==> config.mk <==
export PLATFORM = sky130hd
export DESIGN_NAME = seq_bin_to_bcd
export DESIGN_NICKNAME = d
export VERILOG_FILES = /design/src/rtl/bcd_pkg.sv /design/src/rtl/bcd_seg7_dec.sv /design/src/rtl/seq_bin_to_bcd.sv
export SDC_FILE = /design/constraint.sdc
export NUM_CORES = 1
export LEC_CHECK = 0
export BUFFER_PORTS_ARGS = -buffer_cell sky130_fd_sc_hd__clkbuf_2
export CORE_MARGIN = 4
export CORE_UTILIZATION = 40
export CTS_BUF_LIST = sky130_fd_sc_hd__clkbuf_2
export DETAILED_ROUTE_END_ITERATION = 6
export SLEW_MARGIN = 20
export SYNTH_ARGS = -nofsm -noshare
export SYNTH_HDL_FRONTEND = slang
export SYNTH_SLANG_ARGS = --single-unit
==> constraint.sdc <==
create_clock -name clk -period 5.5 [get_ports clk]
set_input_delay 0.55 -clock clk [delete_from_list [all_inputs] [get_ports clk]]
set_output_delay 0.55 -clock clk [all_outputs]
set_load 0.05 [all_outputs]
==> src/rtl/bcd_pkg.sv <==
// Shared definitions for the sequential binary-to-BCD converter.
//   state_e     : converter FSM states (IDLE, SHIFT, DONE)
//   SEG_BLANK   : active-low 7-seg pattern with every segment off
//   seg7_of()   : BCD digit -> active-low {g,f,e,d,c,b,a} pattern
//   min_digits(): decimal digits needed to hold 2**bin_w-1
package bcd_pkg;

    typedef enum logic [1:0] {
        IDLE  = 2'd0,
        SHIFT = 2'd1,
        DONE  = 2'd2
    } state_e;

    localparam logic [6:0] SEG_BLANK = 7'h7F;

    function automatic logic [6:0] seg7_of(input logic [3:0] d);
        logic [6:0] s;
        case (d)
            4'd0:    s = 7'h40;
            4'd1:    s = 7'h79;
            4'd2:    s = 7'h24;
            4'd3:    s = 7'h30;
            4'd4:    s = 7'h19;
            4'd5:    s = 7'h12;
            4'd6:    s = 7'h02;
            4'd7:    s = 7'h78;
            4'd8:    s = 7'h00;
            4'd9:    s = 7'h10;
            default: s = SEG_BLANK;  // A-F never produced by a valid conversion
        endcase
        return s;
    endfunction

    function automatic int min_digits(input int bin_w);
        longint unsigned v;
        int              n;
        v = (64'd1 << bin_w) - 64'd1;
        n = 0;
        do begin
            n = n + 1;
            v = v / 64'd10;
        end while (v != 64'd0);
        return n;
    endfunction

endpackage

==> src/rtl/bcd_seg7_dec.sv <==
// Per-digit 7-segment decoder (combinational).
//   digit_i : BCD digit
//   blank_i : 1 forces all segments off
//   seg_o   : active-low {g,f,e,d,c,b,a}
module bcd_seg7_dec
    import bcd_pkg::*;
(
    input  logic [3:0] digit_i,
    input  logic       blank_i,
    output logic [6:0] seg_o
);

    assign seg_o = blank_i ? SEG_BLANK : seg7_of(digit_i);

endmodule

==> src/rtl/seq_bin_to_bcd.sv <==
// Multi-cycle binary-to-BCD converter, double-dabble one bit per clock,
// with registered 7-seg patterns and optional leading-zero blanking.
//   clk, rst_n          : clock (rising edge), async active-low reset
//   i_valid/i_ready     : input handshake, i_bin = unsigned binary word
//   o_valid/o_ready     : output handshake
//   o_bcd               : packed BCD, digit k at [4k+3:4k], k=0 is ones
//   o_seg               : active-low gfedcba per digit, digit k at [7k+6:7k]
//   o_digit_en          : 1 = digit k is significant
// Result outputs hold the last conversion until the next one completes.
module seq_bin_to_bcd
    import bcd_pkg::*;
#(
    parameter int BIN_W    = 16,
    parameter int DIGITS   = 5,
    parameter bit LZ_BLANK = 1'b1
) (
    input  logic                  clk,
    input  logic                  rst_n,
    input  logic                  i_valid,
    output logic                  i_ready,
    input  logic [BIN_W-1:0]      i_bin,
    output logic                  o_valid,
    input  logic                  o_ready,
    output logic [4*DIGITS-1:0]   o_bcd,
    output logic [7*DIGITS-1:0]   o_seg,
    output logic [DIGITS-1:0]     o_digit_en
);

    localparam int CNT_W = $clog2(BIN_W);

    generate
        if (BIN_W < 4 || BIN_W > 32) begin : g_bad_width
            $error("seq_bin_to_bcd: BIN_W out of range 4..32");
        end
        if (DIGITS < min_digits(BIN_W)) begin : g_bad_digits
            $error("seq_bin_to_bcd: DIGITS too small for BIN_W");
        end
    endgenerate

    state_e               state_q;
    logic [BIN_W-1:0]     bin_q,  bin_d;
    logic [4*DIGITS-1:0]  bcd_q,  bcd_d;
    logic [4*DIGITS-1:0]  bcd_adj;
    logic [CNT_W-1:0]     cnt_q;
    logic                 fin_q;
    logic                 i_ready_q, o_valid_q;
    logic [4*DIGITS-1:0]  o_bcd_q;
    logic [7*DIGITS-1:0]  o_seg_q;
    logic [DIGITS-1:0]    o_en_q;

    // Double-dabble step: add 3 to each digit >= 5, then shift {bcd,bin} left.
    always_comb begin
        bcd_adj = bcd_q;
        for (int k = 0; k < DIGITS; k++) begin
            if (bcd_q[4*k +: 4] >= 4'd5)
                bcd_adj[4*k +: 4] = bcd_q[4*k +: 4] + 4'd3;
        end
    end

    assign {bcd_d, bin_d} = {bcd_adj[4*DIGITS-2:0], bin_q, 1'b0};

    // Digit k is significant if it or any higher digit is nonzero; ones
    // digit is always significant.
    logic [DIGITS-1:0] en_c;
    logic              any_hi;
    always_comb begin
        en_c   = '0;
        any_hi = 1'b0;
        for (int k = DIGITS-1; k >= 0; k--) begin
            any_hi  = any_hi | (|bcd_q[4*k +: 4]);
            en_c[k] = any_hi;
        end
        en_c[0] = 1'b1;
    end

    logic [7*DIGITS-1:0] seg_c;
    generate
        for (genvar g = 0; g < DIGITS; g++) begin : g_dec
            bcd_seg7_dec u_dec (
                .digit_i (bcd_q[4*g +: 4]),
                .blank_i (LZ_BLANK && !en_c[g]),
                .seg_o   (seg_c[7*g +: 7])
            );
        end
    endgenerate

    // SHIFT runs BIN_W shift cycles, then one more (fin_q) to capture the
    // settled accumulator into the output registers.
    always_ff @(posedge clk or negedge rst_n) begin
        if (!rst_n) begin
            state_q   <= IDLE;
            bin_q     <= '0;
            bcd_q     <= '0;
            cnt_q     <= '0;
            fin_q     <= 1'b0;
            i_ready_q <= 1'b1;
            o_valid_q <= 1'b0;
            o_bcd_q   <= '0;
            o_seg_q   <= {DIGITS{SEG_BLANK}};
            o_en_q    <= '0;
        end else begin
            case (state_q)
                IDLE: begin
                    if (i_valid) begin
                        bin_q     <= i_bin;
                        bcd_q     <= '0;
                        cnt_q     <= CNT_W'(BIN_W-1);
                        fin_q     <= 1'b0;
                        i_ready_q <= 1'b0;
                        state_q   <= SHIFT;
                    end
                end
                SHIFT: begin
                    if (fin_q) begin
                        o_bcd_q   <= bcd_q;
                        o_seg_q   <= seg_c;
                        o_en_q    <= en_c;
                        o_valid_q <= 1'b1;
                        fin_q     <= 1'b0;
                        state_q   <= DONE;
                    end else begin
                        bcd_q <= bcd_d;
                        bin_q <= bin_d;
                        if (cnt_q == '0)
                            fin_q <= 1'b1;
                        else
                            cnt_q <= cnt_q - 1'b1;
                    end
                end
                DONE: begin
                    if (o_ready) begin
                        o_valid_q <= 1'b0;
                        i_ready_q <= 1'b1;
                        state_q   <= IDLE;
                    end
                end
                default: state_q <= IDLE;
            endcase
        end
    end

    assign i_ready    = i_ready_q;
    assign o_valid    = o_valid_q;
    assign o_bcd      = o_bcd_q;
    assign o_seg      = o_seg_q;
    assign o_digit_en = o_en_q;

endmodule

==> impl_metrics.toml <==
[finish]
final_common_cell = "nand2_1"
diodes = 0
area_growth_syn_to_layout_pct = 12.2
nFillCells = 1300
drive_above_1_share_pct = 24.0
nNetsFinal = 673
final_cell_mix = "nand2_1, clkbuf_2, o21ai_0, dfrtp_1, a21oi_1"

[floorplan]
num_rows = 42
initial_utilization_pct = 40.6
die_area_mm2 = 0.0153
dieHeight_um = 124
die_w_um = 124
core_region_area_mm2 = 0.0132
pin_count = 82

[sta]
fin_skew_ns = 0.0372
maxSlewViolCount = 0
finalHoldViolCount = 0
period_needed_ns = 2.57
tns_ns = 0
timing.fmax_mhz = 389
tightest_slew_ns = 0.877
finalCritPeriodShare_pct = 46.7
slew-limit-headroom_pct = 41.3
setup_viol = 0
rsz0062_at_grt = "no"

[clocking]
clk_latency_ns = 0.63
ctsLongestPathBuffers = 2
postCtsSetupRepairBufs = 0
cts-buffers-inserted = 9
clk_pin_slew_worst_paths_ns = 0.30
clock_sinks = 105
htree_levels = 3
cts_tree = "built"
cts_root_buf = "clkbuf_2"

[placement]
place.gp.congestion = 0.841
portBuffers = 81
hpwl_um = 8590

[drt]
vias = 4126
routedWlPerCell_um = 15.1
drtIter0Drc = 228
avgViaCountPerCell = 5.12
drt_pass1_iterations = 4
drc_errors = 0
drt_wl_total_um = 12200
postRouteAntennaNets = 0

[synth]
synthSimpleGateAreaFrac_pct = 15.2
synth.cell_area_mm2 = 0.00536
syn_inst = 558
synth-seq-cells = 105
syn_nets = 606
synth_top_family_by_area = "compound AO/OA/AOI/OAI gates"
synth-compound-area-share_pct = 18.7
synth_adder_area_share_pct = 6.54
yosysUniqueCellTypes = 52
synth-seq-area-share_pct = 49.9
synth-edff-count = 0
muxShareOfSynthArea_pct = 4.34
synth_ff_type = "dfrtp_1"
synthXorXnorAreaFrac_pct = 0.818
yosysWarnings = 0
synth_area_per_cell_um2 = 9.60
async_flop_share_pct = 100

[global_route]
track_usage_pct = 16.9
grt_pass1_vias = 4145
grt_max_degree = 63
antenna_found_initial = 0
grt_pass1_wl_um = 20500
grt.overflow.total = 0

[min_path]
hp-class = "input pin to flop"
worstHoldStart = "o_ready"
holdPathEnd = "state_q[1]"
whs_path_depth = 2

[critical_path]
cp_data_arrival_time_ns = 3.14
path_max_fanout = 39
endpoint_kind = "flop"
rrSetupSlack_ns = 2.93
r2r_cells = 6
critPathLaunchType = "flop"
crit_required_ns = 6.07
timing.rr.end = "cnt_q[2]"
critPathKind = "flop to flop"
rr_startpoint = "state_q[1]"

[outcome]
status = "finished, final reports clean"

[flow_run]
maxCapViolations = 0
==> per-layer routing <==
metal,track usage (%),vias to the layer above,part of all wire (%)
li1,-,2063,-
met2,26.2,86,47
met5,0,-,0
met4,6.85,0,2.2
met3,3.54,18,4.9
met1,23.1,1959,46
==> through the flow <==
stage          hold slack (ns)  cells  setup slack [ns]  utilization (%)  instance area [um2]
6_report                 0.100    806              2.93             45.6                 6010
5_1_grt                 0.0553    806              2.69             45.6                 6010
4_1_cts                 0.0630    806              2.87             45.6                 6010
3_5_place_dp             0.454    789              2.90             44.6                 5880
3_3_place_gp             0.449    789              2.99             44.6                 5880
2_1_floorplan            0.254    558              3.70                -                 5360
==> synth_stat cells, types with 6 or more instances <==
master     n  area [um2]
o22a_1     6        52.6
dfstp_2   36         946
mux2i_1   21         210
dfrtp_1   69        1730
nand3_1    8        40.0
buf_2     15        75.1
o31ai_1    8        60.1
nor3b_1    6        45.0
o22ai_1   10        62.6
ha_1      28         350
clkbuf_1  14        52.6
nand2_1   93         349
nand2b_1  12        75.1
inv_1     23        86.3
a21oi_1   37         185
o21ai_0   69         345
nor2_1    37         139
==> worst max-delay path by stage <==
stage	startpoint	end	slack (ns)	depth (start not counted)
floorplan	bcd_q[17]	o_seg[12]	3.70	6
finish	state_q[1]	cnt_q[2]	2.93	6
CTS	state_q[1]	cnt_q[2]	2.87	6
global route	state_q[1]	cnt_q[2]	2.69	6
detailed placement	state_q[1]	cnt_q[2]	2.90	6
global placement	state_q[1]	cnt_q[2]	2.99	6
==> flip-flops by register name, indices dropped and copies added, names as in the netlist <==
register    count
o_bcd          20
o_valid         1
fin_q           1
o_digit_en      5
bin_q          16
bcd_q          20
o_seg          35
i_ready         1
state_q         2
cnt_q           4
==> critical path: stages, from the launching register on <==
cell and delay (ns):
dfrtp_1 0.62, nor3b_2 0.80, nor2_2 0.07, buf_4 0.27, inv_2 0.27, a21boi_0 0.13
a311o_1 0.33
==> layout make-up <==
cell class | count | area, um2 | area share (%)
clock buffers | 9 | 45.0 | 0.750
clock inverters | 7 | 76.3 | 1.27
inverters | 25 | 93.8 | 1.56
multi-input cells | 397 | 2450 | 40.7
flip-flops and latches | 105 | 2670 | 44.5
well taps | 176 | 220 | 3.66
repair buffers | 87 | 455 | 7.58
==> logic make-up (layout without fill, tap and decap cells) <==
family,count (synthesis),after routing
AOI/OAI and AO/OA,166,166
xor gates and xnor gates,5,5
adders and majority gates,28,28
buffers and inverters,56,128
DFF,105,105
muxes,23,23
and+or+nand+nor,175,175
==> timing repair <==
action | in CTS | in global routing
hold buffers | 1 | 0
resized for setup | 0 | 0
hold endpoints to repair | 19 | 0
Power is not shown: default switching activity piles up to over one toggle a cycle in this logic, so the estimate is an artifact.
